$ cat config.mk
export PLATFORM = sky130hd
export DESIGN_NAME = display_scan_sequencer
export DESIGN_NICKNAME = d
export VERILOG_FILES = /design/src/rtl/display_pkg.sv /design/src/rtl/display_column_shifter.sv /design/src/rtl/display_scan_sequencer.sv
export SDC_FILE = /design/constraint.sdc
export NUM_CORES = 1
export LEC_CHECK = 0
export BUFFER_PORTS_ARGS = -buffer_cell sky130_fd_sc_hd__buf_2
export CAP_MARGIN = 30
export CORE_AREA = 2 2 67 69
export CTS_CLUSTER_DIAMETER = 150
export DETAILED_ROUTE_END_ITERATION = 6
export DIE_AREA = 0 0 69 71
export GPL_TIMING_DRIVEN = 0
export PLACE_DENSITY = 0.79
export SLEW_MARGIN = 20
export SYNTH_ARGS = -nofsm -noshare
export SYNTH_HDL_FRONTEND = slang
export SYNTH_SLANG_ARGS = --single-unit
$ cat constraint.sdc
create_clock -name clk -period 2.1 [get_ports clk]
set_input_delay 0.21 -clock clk [delete_from_list [all_inputs] [get_ports clk]]
set_output_delay 0.21 -clock clk [all_outputs]
set_load 0.03 [all_outputs]
$ cat src/rtl/display_pkg.sv
// Shared types and default geometry for the LED panel scan path.
package display_pkg;

    localparam int BITWIDTH = 8;
    localparam int COLUMNS  = 32;
    localparam int ROWS     = 16;

    typedef enum logic [2:0] {
        IDLE,
        FETCH,
        SHIFT_LO,
        SHIFT_HI,
        LATCH,
        DISPLAY
    } scan_state_t;

endpackage

$ cat src/rtl/display_column_shifter.sv
// Shifts one bit plane of a row into the panel, one column per 3 cycles.
// The address is issued in FETCH, the pixel comes back during SHIFT_LO and is
// presented on panel_data together with the panel_clk rise in SHIFT_HI.
module display_column_shifter
    import display_pkg::*;
#(
    parameter int bitwidth = BITWIDTH,
    parameter int columns  = COLUMNS,
    parameter int rows     = ROWS
) (
    input  logic                                      clk,
    input  logic                                      rst,
    input  logic                                      start,
    input  logic [$clog2(rows)-1:0]                   row,
    input  logic [$clog2(bitwidth)-1:0]               bit_sel,
    input  logic [3*bitwidth-1:0]                     pixel_data,
    output logic [$clog2(rows)+$clog2(columns)-1:0]   pixel_addr,
    output logic [2:0]                                panel_data,
    output logic                                      panel_clk,
    output logic                                      done
);

    localparam int RW = $clog2(rows);
    localparam int CW = $clog2(columns);
    localparam int BW = $clog2(bitwidth);
    localparam logic [CW-1:0] LAST_COL = CW'(columns - 1);

    scan_state_t          state;
    logic [RW-1:0]        row_q;
    logic [CW-1:0]        col;
    logic [BW-1:0]        pix_bit;
    logic [bitwidth-1:0]  r_ch, g_ch, b_ch;

    // Plane 0 carries the pixel MSB.
    assign pix_bit           = BW'(bitwidth - 1) - bit_sel;
    assign {r_ch, g_ch, b_ch} = pixel_data;

    // Combinational so the parent can enter LATCH with no gap cycle.
    assign done = (state == SHIFT_HI) && (col == LAST_COL);

    // Column walk: FETCH -> SHIFT_LO -> SHIFT_HI per column, row captured at start.
    always_ff @(posedge clk or posedge rst) begin
        if (rst) begin
            state      <= IDLE;
            row_q      <= '0;
            col        <= '0;
            pixel_addr <= '0;
            panel_data <= '0;
            panel_clk  <= 1'b0;
        end else begin
            case (state)
                IDLE: begin
                    if (start) begin
                        row_q      <= row;
                        col        <= '0;
                        pixel_addr <= {row, {CW{1'b0}}};
                        state      <= FETCH;
                    end
                end
                FETCH: begin
                    state <= SHIFT_LO;
                end
                SHIFT_LO: begin
                    panel_data <= {r_ch[pix_bit], g_ch[pix_bit], b_ch[pix_bit]};
                    panel_clk  <= 1'b1;
                    state      <= SHIFT_HI;
                end
                SHIFT_HI: begin
                    panel_clk <= 1'b0;
                    if (col == LAST_COL) begin
                        col   <= '0;
                        state <= IDLE;
                    end else begin
                        col        <= col + CW'(1);
                        pixel_addr <= {row_q, col + CW'(1)};
                        state      <= FETCH;
                    end
                end
                default: state <= IDLE;
            endcase
        end
    end

endmodule

$ cat src/rtl/display_scan_sequencer.sv
// Row/bit-plane scan FSM for the LED panel. Shifts a plane through the
// column shifter, latches it, then hands the on-time to the pulse generator.
module display_scan_sequencer
    import display_pkg::*;
#(
    parameter int bitwidth = BITWIDTH,
    parameter int columns  = COLUMNS,
    parameter int rows     = ROWS
) (
    input  logic                                      clk,
    input  logic                                      rst,
    input  logic                                      enable,
    output logic [$clog2(rows)+$clog2(columns)-1:0]   pixel_addr,
    input  logic [3*bitwidth-1:0]                     pixel_data,
    output logic [2:0]                                panel_data,
    output logic                                      panel_clk,
    output logic                                      panel_latch,
    output logic                                      panel_blank,
    output logic [$clog2(rows)-1:0]                   row_addr,
    output logic                                      pulse_go,
    input  logic                                      pulse_complete,
    input  logic [$clog2(bitwidth)-1:0]               pulse_select,
    output logic                                      frame_done,
    output logic                                      sync_error
);

    localparam int RW = $clog2(rows);
    localparam int BW = $clog2(bitwidth);
    localparam logic [BW-1:0] LAST_BIT = BW'(bitwidth - 1);
    localparam logic [RW-1:0] LAST_ROW = RW'(rows - 1);

    scan_state_t    state;
    logic [RW-1:0]  row, row_inc, shift_row;
    logic [BW-1:0]  bit_sel;
    logic           plane_end, row_end, shift_start, shift_done;

    assign row_inc     = (row == LAST_ROW) ? '0 : row + RW'(1);
    assign plane_end   = (state == DISPLAY) && pulse_complete;
    assign row_end     = plane_end && (bit_sel == LAST_BIT);
    // Start the shifter on the same edge the FSM enters FETCH.
    assign shift_start = ((state == IDLE) && enable) || (plane_end && (!row_end || enable));
    // At a row boundary the shifter must already see the next row.
    assign shift_row   = row_end ? row_inc : row;

    display_column_shifter #(
        .bitwidth (bitwidth),
        .columns  (columns),
        .rows     (rows)
    ) u_shift (
        .clk        (clk),
        .rst        (rst),
        .start      (shift_start),
        .row        (shift_row),
        .bit_sel    (bit_sel),
        .pixel_data (pixel_data),
        .pixel_addr (pixel_addr),
        .panel_data (panel_data),
        .panel_clk  (panel_clk),
        .done       (shift_done)
    );

    // Plane sequencing: shift, latch, display, then next plane or next row.
    always_ff @(posedge clk or posedge rst) begin
        if (rst) begin
            state       <= IDLE;
            row         <= '0;
            bit_sel     <= '0;
            row_addr    <= '0;
            panel_latch <= 1'b0;
            panel_blank <= 1'b1;
            pulse_go    <= 1'b0;
            frame_done  <= 1'b0;
            sync_error  <= 1'b0;
        end else begin
            panel_latch <= 1'b0;
            frame_done  <= 1'b0;
            case (state)
                IDLE: begin
                    panel_blank <= 1'b1;
                    if (enable) state <= FETCH;
                end
                FETCH: begin
                    if (shift_done) begin
                        panel_latch <= 1'b1;
                        panel_blank <= 1'b1;
                        row_addr    <= row;
                        state       <= LATCH;
                    end
                end
                LATCH: begin
                    if (pulse_select != bit_sel) sync_error <= 1'b1;
                    pulse_go    <= 1'b1;
                    panel_blank <= 1'b0;
                    state       <= DISPLAY;
                end
                DISPLAY: begin
                    if (pulse_complete) begin
                        pulse_go    <= 1'b0;
                        panel_blank <= 1'b1;
                        if (!row_end) begin
                            bit_sel <= bit_sel + BW'(1);
                            state   <= FETCH;
                        end else begin
                            bit_sel    <= '0;
                            row        <= row_inc;
                            frame_done <= (row == LAST_ROW);
                            state      <= enable ? FETCH : IDLE;
                        end
                    end
                end
                default: state <= IDLE;
            endcase
        end
    end

endmodule

# == Yosys cells after proc, flatten, opt, wreduce, memory -nomap -nowiden ==
# Index checks and enable logic that the tools add are counted.
# classes
addsub,4
n_lt_le_gt_ge,1
n_eq_ne,15
mux,35
reduce_logical,23
# ops
operator,n
3-bit one-hot mux with 4 select lines,2
9-bit two-way mux,2
9-bit one-hot mux with 2 select lines,1
3-bit two-way mux,5
1-bit two-way mux,14
2-bit AND reduction,6
5-bit two-way mux,2
2-bit inequality test (second input constant),5
5-bit one-hot mux with 2 select lines,1
1-bit binary-select mux with 3-bit select,3
3-bit equality test (second input constant),3
3-bit AND reduction,3
4-bit two-way mux,2
3-bit by 1-bit equality test with 1-bit output (second input constant),2
3-bit by 2-bit equality test with 1-bit output (second input constant),2
3-bit zero test,2
2-bit nonzero test,3
5-bit by 1-bit adder with 5-bit output (second input constant),1
5-bit equality test (second input constant),1
1-bit logical AND,5
4-bit by 1-bit adder with 4-bit output (second input constant),1
4-bit equality test (second input constant),1
3-bit by 4-bit less-than comparator with 1-bit output (second input constant),1
1-bit one-hot mux with 2 select lines,2
7 further kinds,8
# totals
ff_bits,44
input_bits,31
out_inout_bits,22
word_cells,93

# == Logic depth before layout (Yosys ltp) ==
# Gate-level depths: netlist (run 1).
# logic_depth
depth_word,9
depth_mapped,8
ltp_nobuf,7

# == Cells and area by module ==
# From an unflattened synthesis (run 1), not the netlist that was laid out.
# hier_totals
cells_unflattened,189
hier_area_um2,2247.2
# by_module_without_submodules
module,instances,cells_each,area_each_um2,seq_area_each_um2
display_column_shifter,1,108,1330.0,600.6
display_scan_sequencer,1,81,917.1,451.7

# == Worst setup path after synthesis (run 1) ==
# Ideal clock, no wire load.
# synth_path
path_kind,reg2reg
from,register u_shift.col[0]
to,register u_shift.pixel_addr[6]
setup_time_ps,128
arrival_time_ps,1712
t_required_ps,1972
path_slack_ps,260
stages_incl_launch_ff,8
n_path_buf,1
period_less_slack_ps,1840
path_cell_list,dfrtp_1 ha_1 and3_1 ha_1 nor2b_1 buf_2 o21ai_4 mux2_1
# synth_between
elab_chain_cells,3
# synth_lines
item,line,text
start: declaration,display_column_shifter.sv:30,logic [CW-1:0] col;
start signal: assignment,display_column_shifter.sv:74,col <= col + CW'(1);
5-bit equality test,display_column_shifter.sv:70,if (col == LAST_COL) begin
2-bit inequality test (no line),--,
3-bit AND reduction (no line),--,
end signal: assignment,display_column_shifter.sv:56,"pixel_addr <= {row, {CW{1'b0}}};"
end signal: assignment,display_column_shifter.sv:75,"pixel_addr <= {row_q, col + CW'(1)};"
end: declaration,display_column_shifter.sv:17,"output logic [$clog2(rows)+$clog2(columns)-1:0] pixel_addr,"
# Every way passes these cells.
# A chain may end at the register's enable or synchronous reset.

# == Worst setup path after layout (run 1) ==
# layout_path
from,register u_shift.col[0]
to,register u_shift.pixel_addr[7]
# The elaborated chain is that of the path after synthesis.

==> results of run 1 <==
[registers in the layout, summed over array words and instances (netlist names), 2 cells and up]
signal	flops
u_shift.state	2
u_shift.panel_data	3
state	2
bit_sel	3
row_addr	4
u_shift.pixel_addr	9
row	4
u_shift.col	5
u_shift.row_q	4
[power by group through the flow]
stage                     Combinational, mW  Sequential (mW)  Clock (mW)
after detailed placement             0.0651            0.824           0
final                                0.0648            0.808       0.635
after CTS                            0.0665            0.808       0.654
after floorplan                      0.0254            0.824           0
after global placement               0.0586            0.824           0
after global routing                 0.0724            0.808       0.682
[layer usage]
metal | vias up | share of wire, % | global-route usage, %
li1 | 782 | - | -
met1 | 783 | 44 | 24.1
met2 | 24 | 51 | 32.4
met3 | 9 | 3.6 | 4.84
met4 | 0 | 1.7 | 6.97
met5 | - | 0 | 0
[worst min-delay path, stage by stage]
cell and delay [ps]:
buf_2 90, xnor2_1 60, nand3_1 60, a21o_1 100
[final cells by class]
class | instances | area [sq um]
sequential | 42 | 1050
buffer | 7 | 41.3
clock inverter | 2 | 37.5
tap | 52 | 65.1
multi-input combinational | 122 | 1040
inverter | 11 | 41.3
clock buffer | 6 | 72.6
fill | 350 | 1550
timing repair buffer | 57 | 313
[worst paths after layout]
path | start | endpoint | slack, ps
min in group asynchronous | rst | u_shift.pixel_addr[4] | 370
setup reg to reg | u_shift.col[0] | u_shift.pixel_addr[7] | 120
setup / recovery | u_shift.col[0] | u_shift.pixel_addr[7] | 120
hold reg to reg | sync_error | sync_error | 460
hold / removal | pulse_select[0] | sync_error | 270
max in group asynchronous | rst | panel_blank | 1200
[kinds of logic (layout without fill, tap and decap cells)]
logic type,Yosys count,after routing,share of synthesized area [%]
AND/OR/NAND/NOR,42,42,9.94
flip-flops,42,42,48.6
multiplexers,23,23,14.7
adder cells (fa/ha/maj),12,12,6.93
XOR/XNOR,6,6,2.43
AO/OA/AOI/OAI,39,39,13.7
buffers and inverters,18,83,3.70
[metrics by stage]
step	worst slack, ps	TNS (ps)	power, mW	util (%)	instances
final	120	0	1.51	63.2	299
after global placement	49.5	0	0.883	59.3	286
after global routing	-2.16	-2.16	1.56	63.2	299
after floorplan	260	0	0.850	-	182
after CTS	14.6	0	1.53	62.6	296
after detailed placement	51.9	0	0.889	59.7	287
[cell usage in the layout (no fill, tap or decap), types with 2 or more instances in the layout]
cell type  count
a21oi_1        6
nor2b_1        5
nand4_1        3
xnor2_1        5
nand2b_1       4
o21ai_1        2
mux2i_1        6
and3_1         2
nand3_1        5
nand2_1       10
a31oi_1        2
dfrtp_1       41
nor2_1         8
clkbuf_8       5
inv_1         10
buf_4          3
o2bb2ai_1      3
mux2_2         8
mux4_2         6
ha_1          11
o21ai_0        9
a32o_1         5
clkbuf_1       3
a21o_1         4
buf_2         55
mux2_1         3
[timing repair]
item / in CTS / in global routing
gates resized for setup: 0 / 2
hold buffers: 1 / 0
buffers inserted: 0 / 3
endpoints found under the hold margin: 10 / 0
endpoints found under the setup margin: 0 / 2
==> metrics.yaml, run 1 <==
placement:
  port_buffers: 52
  gp_congestion: 0.821
  dpl-instance-area_sq_um: 2510
  hpwl_mm: 3.21
yosys:
  yosys-top-cells-area: "dfrtp_1, ha_1, mux4_2"
  synth-warning-count: 0
  syn_inst: 182
  synth-async-reset-ratio_pct: 100
  synth_flop_cell: "dfrtp_1"
  synth.net_count: 225
  synth_seq_area_share_pct: 48.6
  syn_area_sq_um: 2170
  syn_avg_cell_area_sq_um: 11.9
  synthDistinctLibCells: 40
  synth_top_cell_by_area: "dfrtp_1"
  yosysMostFrequentCell: "dfrtp_1"
  synth-edff-count: 0
  synth-seq-cells: 42
  synth_top_area_share_pct: 47.4
  synth_common_cells: "dfrtp_1, ha_1, inv_1, nand2_1, o21ai_0"
critical_path:
  worstPathRequired_ps: 2280
  cp_top_family: "adder cells"
  reg2reg_depth: 7
  crit_arrival_ps: 2160
  crit_buf_inv: 1
  critPathMaxStageDelay_ps: 410
  cpMaxStageDelayCell: "dfrtp_1"
  crit_fanout: 10
  crit_type: "register to register"
  cp.depth: 7
  endpoint_kind: "register"
  start_kind: "register"
  crit_chain: "ha_2 -> and3_1 -> ha_1 -> nor2b_1 -> clkbuf_4 -> o21ai_4 -> mux2_1"
sta:
  fmax_mhz: 505
  setup_viol: 0
  period_minus_slack_ps: 1980
  fin_hold_ws_ps: 268
  finClkSkew_ps: 15.3
  finalCritPeriodShare_pct: 94.3
  slew_viol_final: 0
  report.final.hold_viol_count: 0
  worstMarginPinSlew_ps: 440
  relSlewSlack_pct: 70.6
finish:
  syn_to_final_growth_pct: 22.8
  antenna_cells: 0
  fin_area_sq_um: 2660
  layout.nets: 289
  layout-drive-gt1-share_pct: 37.2
global_routing:
  grt_max_degree: 33
  grt_pass1_wl_mm: 7.51
  first_global_vias: 1626
  antenna_found_initial: 0
  grt.overflow.total: 0
  grt_usage_pct: 19.2
power:
  switching_share_pct: 20.5
  power.internal_mw: 1.20
  pwr-share-comb_pct: 4.3
  leakage_nw: 1.36
  power.share.sequential_pct: 53.6
  ir_drop_mv: 0.604
  power_density_nw_per_um2: 567
  clock_power_share_pct: 42.1
  switchingPower_mw: 0.310
worst_hold_path:
  whs_path_depth: 4
  hold_path_class: "input port to register"
clocking:
  clkLatencyLatePin_ps: 300
  clk_path_buf_depth: 2
  cts_inserted_buffers: 5
  clk_pin_slew_worst_paths_ps: 90
  root_buffer: "clkbuf_8"
  cts-htree-levels: 2
  cts_tree: "done"
  clock-sinks: 42
routing:
  vias_per_cell: 5.34
  drc_errors: 0
  vias: 1598
  drt-wirelength-per-cell_um: 14.4
  antenna_left: 0
  first_iter_violations: 70
  routed_wl_mm: 4.30
  drt-pass1-iter-count: 4
status:
  status: "finished clean"
floorplanning:
  fp.dieH_um: 71
  dieArea_sq_um: 4900
  rows: 24
  die_w_um: 69
  coreArea_sq_um: 4200
  pin_count: 53
  start_util_pct: 51.5
flow_run:
  drv_cap: 0
Power figures use the tool's default switching activity.
==> inputs of run 2 (changes only) <==
- clock period: 2.1 -> 2.22 ns (I/O delays scaled with it)
==> run 2 against run 1 <==
Critical path depth rose by 1. Die area is the same. Via count decreased by 0.56%. Routed wire length down 0.51%. Clock skew is essentially flat. Sequential power down 5.4%. Fmax fell by 4.3%. Non-clock buffer count decreased by 1. Core utilization shrank 0.30 points. Flip-flop and latch count did not move. Sequential share of layout area rose by 0.19 points. Register-to-register slack gained 30 ps. Highest routed layer unchanged.
==> metrics.yaml, run 2 (synthesized netlist as in run 1, its figures left out) <==
status:
  status: "finished clean"
power:
  switchingPower_mw: 0.292  # -5.7%
  clock_power_share_pct: 42.1  # about the same
  leakage_nw: 1.36  # -0.11%
  switching_share_pct: 20.5  # -0.055 points
  pwr-share-comb_pct: 4.3  # about the same
  ir_drop_mv: 0.571  # -5.4%
  power.share.sequential_pct: 53.6  # about the same
  power_density_nw_per_um2: 539  # -5.0%
  power_mw: 1.43  # -5.5%
  power.internal_mw: 1.13  # -5.4%
critical_path:
  r2r_slack_ps: 150  # +30 ps
  crit_buf_inv: 2  # +1
  crit_fanout: 10  # unchanged
  critPathMaxStageDelay_ps: 430  # +20 ps
  worstPathRequired_ps: 2420  # +140 ps
  endpoint_kind: "register"
  cp_top_family: "adder cells"
  cpMaxStageDelayCell: "dfrtp_1"
  start_kind: "register"
  crit_type: "register to register"
  crit_arrival_ps: 2270  # +110 ps
  crit_chain: "ha_1 -> and3_1 -> ha_1 -> nor2b_1 -> buf_2 -> o21ai_4 -> buf_4 -> a32o_1"
  cp_common_cell: "ha_1"
clocking:
  clk_path_buf_depth: 2  # unchanged
  cts_resized: 0  # unchanged
  cts_inserted_buffers: 5  # unchanged
  cts-htree-levels: 2  # unchanged
  cts_tree: "done"
  clkLatencyLatePin_ps: 300  # about the same
  clock-sinks: 42  # unchanged
  clk_pin_slew_worst_paths_ps: 90  # about the same
  root_buffer: "clkbuf_8"
floorplanning:
  dieArea_sq_um: 4900  # unchanged
  rows: 24  # unchanged
  start_util_pct: 51.5  # unchanged
  pin_count: 53  # unchanged
  coreArea_sq_um: 4200  # unchanged
  die_w_um: 69  # unchanged
  fp.dieH_um: 71  # unchanged
global_routing:
  first_global_vias: 1626  # unchanged
  grt_usage_pct: 19.2  # unchanged
  grt.overflow.total: 0  # unchanged
  busiest_layer: "met2"
  grt_util_met3_pct: 4.84  # unchanged
  grt_max_degree: 33  # unchanged
  grt_pass1_wl_mm: 7.51  # unchanged
  antenna_found_initial: 0  # unchanged
  met1_usage_pct: 24.1  # unchanged
  gr-usage-met2_pct: 32.4  # unchanged
finish:
  layout.nets: 288  # -0.35%
  largestRegisters: "u_shift.pixel_addr: 9 flops, u_shift.col: 5 flops"
  largest_register_ffs: 9  # unchanged
  syn_to_final_growth_pct: 22.2
  layout-drive-gt1-share_pct: 36.6  # -0.66 points
  antenna_cells: 0  # unchanged
  multi_input_area_sq_um: 1030  # -0.24%
  layout_commonest_cell: "buf_2"
  fill_cells: 354  # +1.1%
  final_cell_mix: "buf_2, dfrtp_1, ha_1, nand2_1, inv_1"
  largest-register: "u_shift.pixel_addr"
  seq_area_sq_um: 1050  # unchanged
sta:
  setup_viol: 0  # unchanged
  finClkSkew_ps: 14.9  # -0.325 ps
  rsz0062_at_grt: "no"
  period_minus_slack_ps: 2070  # +89.1 ps
  finalCritPeriodShare_pct: 93.2  # -1.1 points
  worstMarginPinSlew_ps: 440  # +0.634 ps
  relSlewSlack_pct: 70.5  # about the same
  fin_hold_ws_ps: 281  # +12.4 ps
  fin_setup_tns_ps: 0  # unchanged
  slew_viol_final: 0  # unchanged
  fmax_mhz: 483  # -4.3%
  report.final.hold_viol_count: 0  # unchanged
routing:
  drc_errors: 0  # unchanged
  antenna_left: 0  # unchanged
  vias_per_cell: 5.33  # -0.23%
  drt-wirelength-per-cell_um: 14.4  # -0.18%
  first_iter_violations: 83  # +19%
  vias: 1589  # -0.56%
  routed_wl_mm: 4.28  # -0.51%
  drt-pass1-iter-count: 4  # unchanged
placement:
  port_buffers: 52  # unchanged
  hpwl_mm: 3.21  # unchanged
  gp_congestion: 0.821  # unchanged
worst_hold_path:
  hold_path_class: "input port to register"
flow_run:
  drv_cap: 0  # unchanged
-- run 2: cell count changes in the layout (fill, tap and decap cells not counted), sizes merged --
cell,change
clkbuf,-1
-- run 2: cell type report --
cell class	count	area share (%)
Clock inverter	2	1.42
Buffer	7	1.47
Timing Repair Buffer	56	11.5
Multi-Input combinational cell	122	39.1
Inverter	11	1.56
Tap cell	52	2.46
Sequential cell	42	39.8
Clock buffer	6	2.74
-- run 2: power groups by stage --
stage                     clock network, mW  registers, mW  logic (mW)
after CTS                             0.619          0.764      0.0629
after global routing                  0.645          0.764      0.0685
after global placement                    0          0.780      0.0555
final                                 0.600          0.764      0.0612
after floorplan                           0          0.780      0.0241
after detailed placement                  0          0.780      0.0616
-- run 2: worst min-delay path, delay by kind of cell --
kind | cells | cell delay (ps)
AO/OA/AOI/OAI | 1 | 100
XOR/XNOR | 1 | 60
buffers and inverters | 1 | 90
AND/OR/NAND/NOR | 1 | 60
-- run 2: worst paths after layout --
path / startpoint / end / cells after the start
max: u_shift.col[0] / u_shift.pixel_addr[8] / 8
min: pulse_select[0] / sync_error / 4
max reg2reg: u_shift.col[0] / u_shift.pixel_addr[8] / 8
min reg2reg: sync_error / sync_error / 1
max in group asynchronous: rst / panel_blank / 4
min in group asynchronous: rst / u_shift.pixel_addr[4] / 3
-- run 2: what timing repair did --
action                                  4_1_cts  5_1_grt
hold buffers                                  1        0
buffers inserted                              0        2
endpoints found under the setup margin        0        1
hold endpoints to repair                     10        0
-- run 2: layer usage --
metal	routed length, um	up-vias
met3	140	9
li1	-	779
met1	1870	779
met4	75	0
met2	2200	22
met5	0	-
-- run 2: per-stage QoR --
stage                     instances  area [sq um]  utilization (%)  worst slack, ps
after global placement          286          2490             59.3              169
after global routing            298          2650             62.9             28.4
after CTS                       296          2630             62.6              135
after floorplan                 182          2170                -              380
after detailed placement        287          2510             59.7              172
final                           298          2650             62.9              151
